==> src/rtl/vga_timing_gen.sv <==
// vga_timing_gen: free-running VGA raster timing with a registered DAC stage.
//   clk, rst (async, active-low), pix_ce (pixel-rate enable)
//   pixel_r/g/b  : colour from the draw stage for the current pixel_x/pixel_y
//   pixel_x/y    : raster counters (registered), video_on (combinational decode)
//   frame_start  : one-clk pulse after the (last,last) -> (0,0) wrap
//   vga_hs/vs, vga_blank_n, vga_r/g/b : DAC-side outputs, one pix_ce period
//                  behind pixel_x/pixel_y so sync, blank and colour line up.
module vga_timing_gen #(
  parameter int H_ACTIVE = 640,
  parameter int H_FP     = 16,
  parameter int H_SYNC   = 96,
  parameter int H_BP     = 48,
  parameter int V_ACTIVE = 480,
  parameter int V_FP     = 10,
  parameter int V_SYNC   = 2,
  parameter int V_BP     = 33,
  parameter bit SYNC_POL = 1'b0
) (
  input  logic       clk,
  input  logic       rst,
  input  logic       pix_ce,
  input  logic [7:0] pixel_r,
  input  logic [7:0] pixel_g,
  input  logic [7:0] pixel_b,
  output logic [9:0] pixel_x,
  output logic [9:0] pixel_y,
  output logic       video_on,
  output logic       frame_start,
  output logic       vga_hs,
  output logic       vga_vs,
  output logic       vga_blank_n,
  output logic [7:0] vga_r,
  output logic [7:0] vga_g,
  output logic [7:0] vga_b
);
  localparam int H_TOTAL = H_ACTIVE + H_FP + H_SYNC + H_BP;
  localparam int V_TOTAL = V_ACTIVE + V_FP + V_SYNC + V_BP;

  localparam logic [9:0] H_LAST   = 10'(H_TOTAL - 1);
  localparam logic [9:0] V_LAST   = 10'(V_TOTAL - 1);
  localparam logic [9:0] H_VIS    = 10'(H_ACTIVE);
  localparam logic [9:0] V_VIS    = 10'(V_ACTIVE);
  localparam logic [9:0] HS_START = 10'(H_ACTIVE + H_FP);
  localparam logic [9:0] HS_END   = 10'(H_ACTIVE + H_FP + H_SYNC);
  localparam logic [9:0] VS_START = 10'(V_ACTIVE + V_FP);
  localparam logic [9:0] VS_END   = 10'(V_ACTIVE + V_FP + V_SYNC);

  logic [9:0]  x_q, x_d, y_q, y_d;
  logic        fs_q, fs_d;
  logic        hs_q, hs_d, vs_q, vs_d;
  logic        blank_n_q, blank_n_d;
  logic [23:0] rgb_q, rgb_d;

  logic h_wrap, v_wrap, hsync, vsync;

  assign h_wrap   = (x_q == H_LAST);
  assign v_wrap   = (y_q == V_LAST);
  assign video_on = (x_q < H_VIS) && (y_q < V_VIS);
  assign hsync    = (x_q >= HS_START) && (x_q < HS_END);
  assign vsync    = (y_q >= VS_START) && (y_q < VS_END);

  always_comb begin
    x_d       = x_q;
    y_d       = y_q;
    fs_d      = 1'b0;  // pulse clears on any clk, enabled or not
    hs_d      = hs_q;
    vs_d      = vs_q;
    blank_n_d = blank_n_q;
    rgb_d     = rgb_q;
    if (pix_ce) begin
      x_d = h_wrap ? 10'd0 : x_q + 10'd1;
      if (h_wrap) y_d = v_wrap ? 10'd0 : y_q + 10'd1;
      fs_d      = h_wrap && v_wrap;
      // Output stage samples the pre-edge position, giving the one-period lag.
      hs_d      = hsync ? SYNC_POL : ~SYNC_POL;
      vs_d      = vsync ? SYNC_POL : ~SYNC_POL;
      blank_n_d = video_on;
      rgb_d     = video_on ? {pixel_r, pixel_g, pixel_b} : 24'h0;
    end
  end

  always_ff @(posedge clk or negedge rst) begin
    if (!rst) begin
      x_q       <= 10'd0;
      y_q       <= 10'd0;
      fs_q      <= 1'b0;
      hs_q      <= ~SYNC_POL;
      vs_q      <= ~SYNC_POL;
      blank_n_q <= 1'b0;
      rgb_q     <= 24'h0;
    end else begin
      x_q       <= x_d;
      y_q       <= y_d;
      fs_q      <= fs_d;
      hs_q      <= hs_d;
      vs_q      <= vs_d;
      blank_n_q <= blank_n_d;
      rgb_q     <= rgb_d;
    end
  end

  assign pixel_x              = x_q;
  assign pixel_y              = y_q;
  assign frame_start          = fs_q;
  assign vga_hs               = hs_q;
  assign vga_vs               = vs_q;
  assign vga_blank_n          = blank_n_q;
  assign {vga_r, vga_g, vga_b} = rgb_q;

endmodule

==> config.mk <==
export PLATFORM = sky130hd
export DESIGN_NAME = vga_timing_gen
export DESIGN_NICKNAME = d
export VERILOG_FILES = /design/src/rtl/vga_timing_gen.sv
export SDC_FILE = /design/constraint.sdc
export NUM_CORES = 1
export LEC_CHECK = 0
export CAP_MARGIN = 20
export CORE_MARGIN = 8
export CORE_UTILIZATION = 40
export DETAILED_ROUTE_END_ITERATION = 10
export PLACE_DENSITY = 0.71
export SLEW_MARGIN = 10
export SYNTH_ARGS = -nofsm -noshare
export SYNTH_HDL_FRONTEND = slang
export SYNTH_SLANG_ARGS = --single-unit
==> constraint.sdc <==
create_clock -name clk -period 2 [get_ports clk]
set_clock_uncertainty 0.1 [all_clocks]
set_input_delay 0.3 -clock clk [delete_from_list [all_inputs] [get_ports clk]]
set_output_delay 0.3 -clock clk [all_outputs]
set_load 0.05 [all_outputs]
### Yosys cells after proc, flatten, opt, wreduce, memory -nomap -nowiden

Index checks and enable logic that the tools add are counted.

* add/subtract/negate cells: 2
* magnitude comparators: 6
* eq/ne operators: 2
* mux-type cells: 6
* reductions and logical operators: 5

Operators by type and width (number)
* $mux W24: 1
* $add A10 B1 Y10 const B: 2
* $eq A10 B10 Y1 const B: 2
* $lt A10 B10 Y1 const B: 2
* $lt A10 B9 Y1 const B: 2
* $mux W10: 2
* $ge A10 B10 Y1 const B: 1
* $ge A10 B9 Y1 const B: 1
* $logic_and A1 B1 Y1: 4
* $mux W1: 3
* $reduce_and A2 Y1: 1

* register bits after elaboration: 48
* output and inout bits: 49
* word-level logic and storage cells: 28

### Longest topological paths before layout

Gate-level depths: netlist of the first run.

* depth in word-level cells: 3
* depth in mapped cells: 6
* mapped depth without buffers: 6

### Least setup slack after synthesis of the first run

Ideal clock, no wire load.

* path type: register -> register
* from: register x_q[1] (netlist: pixel_x[1])
* to: register y_q[5] (netlist: pixel_y[5])
* setup time: 125 ps
* arrival time: 1929 ps
* data required time: 1775 ps
* path slack: -154 ps
* stages on the path, launching flop included: 7
* buffers on the path: 1
* period minus slack after synthesis: 2154 ps
* path through: dfrtp_1 > ha_1 > and4_1 > nand4_2 > buf_6 > a21o_1 > mux2_2

* cells in the longest elaborated chain, start to end: 2

Ends and longest elaborated chain
* start, declared: RTL line 48 `logic [9:0] x_q, x_d, y_q, y_d;`
* start signal, assigned: RTL line 84 `x_q <= 10'd0;`
* start signal, assigned: RTL line 92 `x_q <= x_d;`
* $eq A10 B10 Y1: RTL line 56 `assign h_wrap = (x_q == H_LAST);`
* $reduce_and A2 Y1 (no source line)
* end signal, assigned: RTL line 93 `y_q <= y_d;`
* end, declared: RTL line 48

Every way passes these cells.
A chain may end at the register's enable or synchronous reset.

### Worst setup path after layout of the first run

* from: register y_q[0] (netlist: pixel_y[0])
* to: output pixel_y[0]

RTL lines
* end, declared: RTL line 26 `output logic [9:0] pixel_y,`

No word-level cell between the ends.

==> results of run 1 <==
[cell usage in the layout (no fill, tap or decap), types with 2 or more instances in the layout]
master	n
clkdlybuf4s50_1	52
dfrtp_1	42
inv_1	34
buf_4	32
nand2_1	31
o22ai_1	25
nand3_1	10
o21ai_0	9
nor2_1	9
nor3_1	5
and3_1	5
clkbuf_8	5
nand4_1	4
a21oi_1	4
xnor2_1	4
ha_1	4
dfrtp_2	4
o21bai_1	3
xor2_1	3
a31oi_1	3
nor4_1	3
nor4b_4	2
a22o_1	2
mux2_2	2
nand2b_1	2
buf_2	2
buf_12	2
dfstp_2	2
[power groups by stage]
stage	logic (mW)	clock network, mW	registers (mW)
2_1_floorplan	0.190	0	1.52
3_3_place_gp	0.863	0	1.17
3_5_place_dp	0.865	0	1.18
4_1_cts	0.869	0.715	1.16
5_1_grt	0.919	0.753	1.18
6_report	0.865	0.692	1.16
[layer usage]
layer | share of wire | vias up
met5 | 0 | -
met4 | 0.014 | 0
met3 | 0.048 | 7
met2 | 0.50 | 51
met1 | 0.44 | 921
li1 | - | 982
[layout make-up]
type | instances | area, um^2
Fill cell | 485 | 2240
Clock buffer | 6 | 72.6
Clock inverter | 2 | 35.0
Sequential cell | 48 | 1210
Inverter | 34 | 128
Timing Repair Buffer | 89 | 821
Tap cell | 72 | 90.1
Multi-Input combinational cell | 144 | 910
[timing repair]
item | CTS | global route
hold buffers | 1 | 0
resized for setup | 0 | 3
endpoints found under the hold margin | 12 | 0
setup endpoints to repair | 0 | 4
[worst max-delay path by stage]
stage	endpoint	slack, ns	from
floorplan	pixel_y[5]$_DFFE_PN0P_	-0.007	pixel_x[2]$_DFFE_PN0P_
global placement	pixel_y[5]$_DFFE_PN0P_	0.17	pixel_y[1]$_DFFE_PN0P_
detailed placement	pixel_y[5]$_DFFE_PN0P_	0.11	pixel_y[1]$_DFFE_PN0P_
CTS	pixel_y[0]	0.04	pixel_y[0]$_DFFE_PN0P_
global route	pixel_y[0]	0.0007	pixel_y[0]$_DFFE_PN0P_
finish	pixel_y[0]	0.05	pixel_y[0]$_DFFE_PN0P_
[logic make-up (layout without fill, tap and decap cells)]
kind of cell	Yosys count	after routing	share of synthesized area
AO/OA/AOI/OAI	49	49	0.133
multiplexers	3	3	0.0143
XOR/XNOR	7	7	0.0270
flip-flops	48	48	0.531
buffers and inverters	45	131	0.0783
AND/OR/NAND/NOR	81	81	0.194
adder cells (fa/ha/maj)	4	4	0.0221
[registers in the layout, summed over array words and instances, names as in the netlist]
name and flops:
frame_start 1, pixel_x 10, pixel_y 10, rgb_q 24
vga_blank_n 1, vga_hs 1, vga_vs 1
==> results.sh, run 1 <==
export IMPL_yosysMostFrequentCell="dfrtp_1"
export IMPL_setup_tns_ns=0
export IMPL_power_leakage_nw=1.52
export IMPL_postLayoutCoreUtil=0.593
export IMPL_cts_buffer_depth=2
export IMPL_cp_max_fo=7
export IMPL_dpl_worst_slack_ns=0.108
export IMPL_post_dp_cell_area_um2=3120
export IMPL_vias_per_cell=4.96
export IMPL_antenna_cells=0
export IMPL_grt_total_usage=0.141
export IMPL_hold_ws_ns=0.319
export IMPL_synth_edf_count=0
export IMPL_placed_cells=386
export IMPL_final_cells=395
export IMPL_nets=353
export IMPL_syn_area_um2=2270
export IMPL_yosysWarnings=0
export IMPL_dp_hpwl_um=4280
export IMPL_rsz0062_at_grt="false"
export IMPL_clkTransAtPathRegs_ns=0.09
export IMPL_fin_crit_ns=1.95
export IMPL_worstMarginPinSlew_ns=0.553
export IMPL_clockRootBuffer="clkbuf_8"
export IMPL_grtUsageMet2=0.236
export IMPL_area_delta_synth_final_pct=43.9
export IMPL_reg2reg_depth=6
export IMPL_cts_tree="built"
export IMPL_antenna_left=0
export IMPL_power_density_nw_per_um2=833
export IMPL_use_met3=0.0379
export IMPL_status="completed"
export IMPL_netlist_area_leader_share=0.507
export IMPL_vias=1961
export IMPL_syn_area_per_cell_um2=9.57
export IMPL_gp_congestion=0.804
export IMPL_dieWidth_um=91.3
export IMPL_h_tree_depth=2
export IMPL_syn_inst=237
export IMPL_synthArstFlopShare=1.00
export IMPL_clock_latency_ns=0.30
export IMPL_power_total_mw=2.72
export IMPL_drive_gt1_frac=0.176
export IMPL_pin_count=76
export IMPL_slew_headroom=0.630
export IMPL_p_comb_frac=0.318
export IMPL_netlist_top_cells_count="dfrtp_1, inv_1, nand2_1"
export IMPL_reg2reg_to="pixel_y[5]$_DFFE_PN0P_"
export IMPL_slowest_delay_ns=0.82
export IMPL_crit_family="buffers and inverters"
export IMPL_start_util=0.412
export IMPL_r2r_start="pixel_y[1]$_DFFE_PN0P_"
export IMPL_yosysUniqueCellTypes=39
export IMPL_startpoint_type="register"
export IMPL_dieArea_um2=8340
export IMPL_cp_num_buf_inv=1
export IMPL_drv_cap=0
export IMPL_fp_row_count=27
export IMPL_setup_slack_ns=0.0473
export IMPL_max_freq_mhz=512
export IMPL_crit_chain="clkdlybuf4s50_1"
export IMPL_grt_pass1_vias=2018
export IMPL_drc=0
export IMPL_first_iter_violations=74
export IMPL_io_buffers=75
export IMPL_numCtsBuffers=5
export IMPL_finalMaxSlewViolations=0
export IMPL_end_kind="output pin"
export IMPL_wl_um=5800
export IMPL_grt_antenna_before_repair=0
export IMPL_holdCritPathClass="input pin to asynchronous set/reset pin"
export IMPL_cp_data_required_time_ns=1.60
export IMPL_fin_crit_sh=0.976
export IMPL_internal_power_mw=1.74
export IMPL_cts_sinks=48
export IMPL_synth_ff_type="dfrtp_1"
export IMPL_cp_data_arrival_time_ns=1.55
export IMPL_die_h_um=91.3
export IMPL_synth_area_top_cells="dfrtp_1, o22ai_1, inv_1"
export IMPL_fin_area_um2=3260
export IMPL_use_met1=0.170
export IMPL_seq_area_frac_synth=0.531
export IMPL_switching_share=0.359
export IMPL_path_depth=1
export IMPL_seqPwrFrac=0.427
export IMPL_wl_per_cell_um=14.7
export IMPL_p_clk_frac=0.255
export IMPL_ys_ff_latch=48
export IMPL_syn_nets=268
export IMPL_gr_total_overflow=0
export IMPL_grt_start_max_net_pins=61
export IMPL_first_pass_iters=5
export IMPL_peakVddDrop_mv=0.676
export IMPL_slowest_stage="clkdlybuf4s50_1"
export IMPL_grt_pass1_wl_um=9760
export IMPL_finalHoldViolations=0
export IMPL_final_setup_viol_count=0
export IMPL_path_class="register to output pin"
export IMPL_top_usage_layer="met2"
export IMPL_cts_setup_buffers=0
export IMPL_yosysTopAreaCell="dfrtp_1"
export IMPL_switchingPower_mw=0.976
export IMPL_core_um2=5510
export IMPL_r2r_setup_slack_ns=0.16
(Power assumes the default switching activity.)
==> run 2: changes to the inputs <==
Settings changed: CTS_BUF_LIST set to sky130_fd_sc_hd__clkbuf_2, REMOVE_ABC_BUFFERS set to 1.
==> results.sh, run 2 (same netlist as run 1, synthesis figures left out) <==
export IMPL_rsz0062_at_grt="true"
export IMPL_crit_chain="buf_6, nand4_1, nand3b_1, inv_2, buf_12"
export IMPL_power_leakage_nw=1.60
export IMPL_finalHoldViolations=0
export IMPL_startpoint_type="register"
export IMPL_dp_hpwl_um=4320
export IMPL_area_delta_synth_final_pct=42.7
export IMPL_core_um2=5510
export IMPL_first_iter_violations=59
export IMPL_post_dp_cell_area_um2=3110
export IMPL_antenna_cells=0
export IMPL_finalMaxSlewViolations=0
export IMPL_fin_crit_sh=0.942
export IMPL_path_class="register to output pin"
export IMPL_status="completed"
export IMPL_fin_area_um2=3240
export IMPL_drv_cap=0
export IMPL_clkTransAtPathRegs_ns=0.28
export IMPL_mostFrequentLayoutCells="dfrtp_1, buf_4, inv_1, nand2_1, dlygate4sd2_1"
export IMPL_dieWidth_um=91.3
export IMPL_cts_buffer_depth=2
export IMPL_power_total_mw=2.60
export IMPL_vias=1959
export IMPL_slowest_delay_ns=0.45
export IMPL_grt_antenna_before_repair=0
export IMPL_slowest_stage="dfrtp_1"
export IMPL_max_freq_mhz=531
export IMPL_setup_tns_ns=0
export IMPL_peakVddDrop_mv=0.592
export IMPL_cts_tree="built"
export IMPL_h_tree_depth=2
export IMPL_cp_data_arrival_time_ns=1.48
export IMPL_dieArea_um2=8340
export IMPL_final_cells=401
export IMPL_cts_sinks=48
export IMPL_end_kind="output pin"
export IMPL_wl_um=5860
export IMPL_worstMarginPinSlew_ns=0.601
export IMPL_wl_per_cell_um=14.6
export IMPL_cp_data_required_time_ns=1.60
export IMPL_pin_count=76
export IMPL_nets=359
export IMPL_layout_commonest_cell="dfrtp_1"
export IMPL_fill_cells=491
export IMPL_clockRootBuffer="clkbuf_2"
export IMPL_seq_area_um2=1210
export IMPL_cp_max_fo=4
export IMPL_fin_crit_ns=1.88
export IMPL_placed_cells=387
export IMPL_hold_ws_ns=0.185
export IMPL_first_pass_iters=4
export IMPL_fp_row_count=27
export IMPL_largest_reg_flops=24
export IMPL_final_setup_viol_count=0
export IMPL_io_buffers=75
export IMPL_holdCritPathClass="input pin to register"
export IMPL_multi_input_area_um2=916
export IMPL_grt_total_usage=0.144
export IMPL_vias_per_cell=4.89
export IMPL_top_register="rgb_q"
export IMPL_hold_depth=3
export IMPL_grt_start_max_net_pins=49
export IMPL_r2r_setup_slack_ns=0.14
export IMPL_numCtsBuffers=5
export IMPL_gp_congestion=0.877
export IMPL_clock_latency_ns=0.45
export IMPL_grt_pass1_wl_um=9940
export IMPL_grt_pass1_vias=1951
export IMPL_start_util=0.412
export IMPL_antenna_left=0
export IMPL_drive_gt1_frac=0.198
export IMPL_die_h_um=91.3
export IMPL_power_density_nw_per_um2=802
export IMPL_reg2reg_depth=6
export IMPL_slew_headroom=0.599
export IMPL_gr_total_overflow=0
export IMPL_drc=0
-- run 2: power breakdown --
| group | switching, mW | internal (mW) |
|---|---|---|
| clock | 0.340 | 0.215 |
| sequential | 0.0849 | 1.07 |
| combinational | 0.575 | 0.315 |
-- run 2: path summary, 6_finish.rpt --
check / to / startpoint
worst max-delay path: video_on / pixel_y[5]$_DFFE_PN0P_
max in group asynchronous: pixel_y[7]$_DFFE_PN0P_ / rst
worst min register to register: vga_hs$_DFFE_PN1P_ / vga_hs$_DFFE_PN1P_
min in group asynchronous: rgb_q[8]$_DFFE_PN0P_ / rst
worst max register to register: pixel_y[3]$_DFFE_PN0P_ / pixel_x[7]$_DFFE_PN0P_
worst min-delay path: rgb_q[12]$_DFFE_PN0P_ / pix_ce
-- run 2: through the flow --
stage                     setup WS [ns]   util
after global routing            -0.0368  0.588
after global placement            0.223  0.566
after CTS                        0.0139  0.575
after detailed placement          0.153  0.566
after floorplan                  -0.467      -
final                             0.116  0.588
-- run 2: timing repair --
action	CTS	global route
gates resized for setup	30	9
pin swaps	0	3
buffers inserted	1	4
hold endpoints to repair	46	0
endpoints found under the setup margin	29	10
hold buffers	1	0
-- run 2: per-layer routing --
layer | track usage | wire length (um)
met1 | 0.197 | 2850
met4 | 0.0368 | 60
met3 | 0.0469 | 401
met2 | 0.212 | 2540
met5 | 0 | 0
-- run 2: layout make-up --
cell class	instances	share of cell area
clock buffers	5	0.00773
clock inverters	3	0.0143
inverters	34	0.0394
multi-input cells	144	0.283
flip-flops and latches	48	0.373
well taps	72	0.0278
repair buffers	95	0.255
-- run 2: critical path, delay by kind of cell, from the launching register on --
family                 cells  cell delay [ns]
buffers and inverters      3             0.35
flip-flops                 1             0.45
AND/OR/NAND/NOR            2             0.24
==> run 3: changes to the inputs <==
Settings changed: CAP_MARGIN 20 to 15.
==> results of run 3 <==
Same layout as run 2: the final DEF is identical, and so are final timing and power.
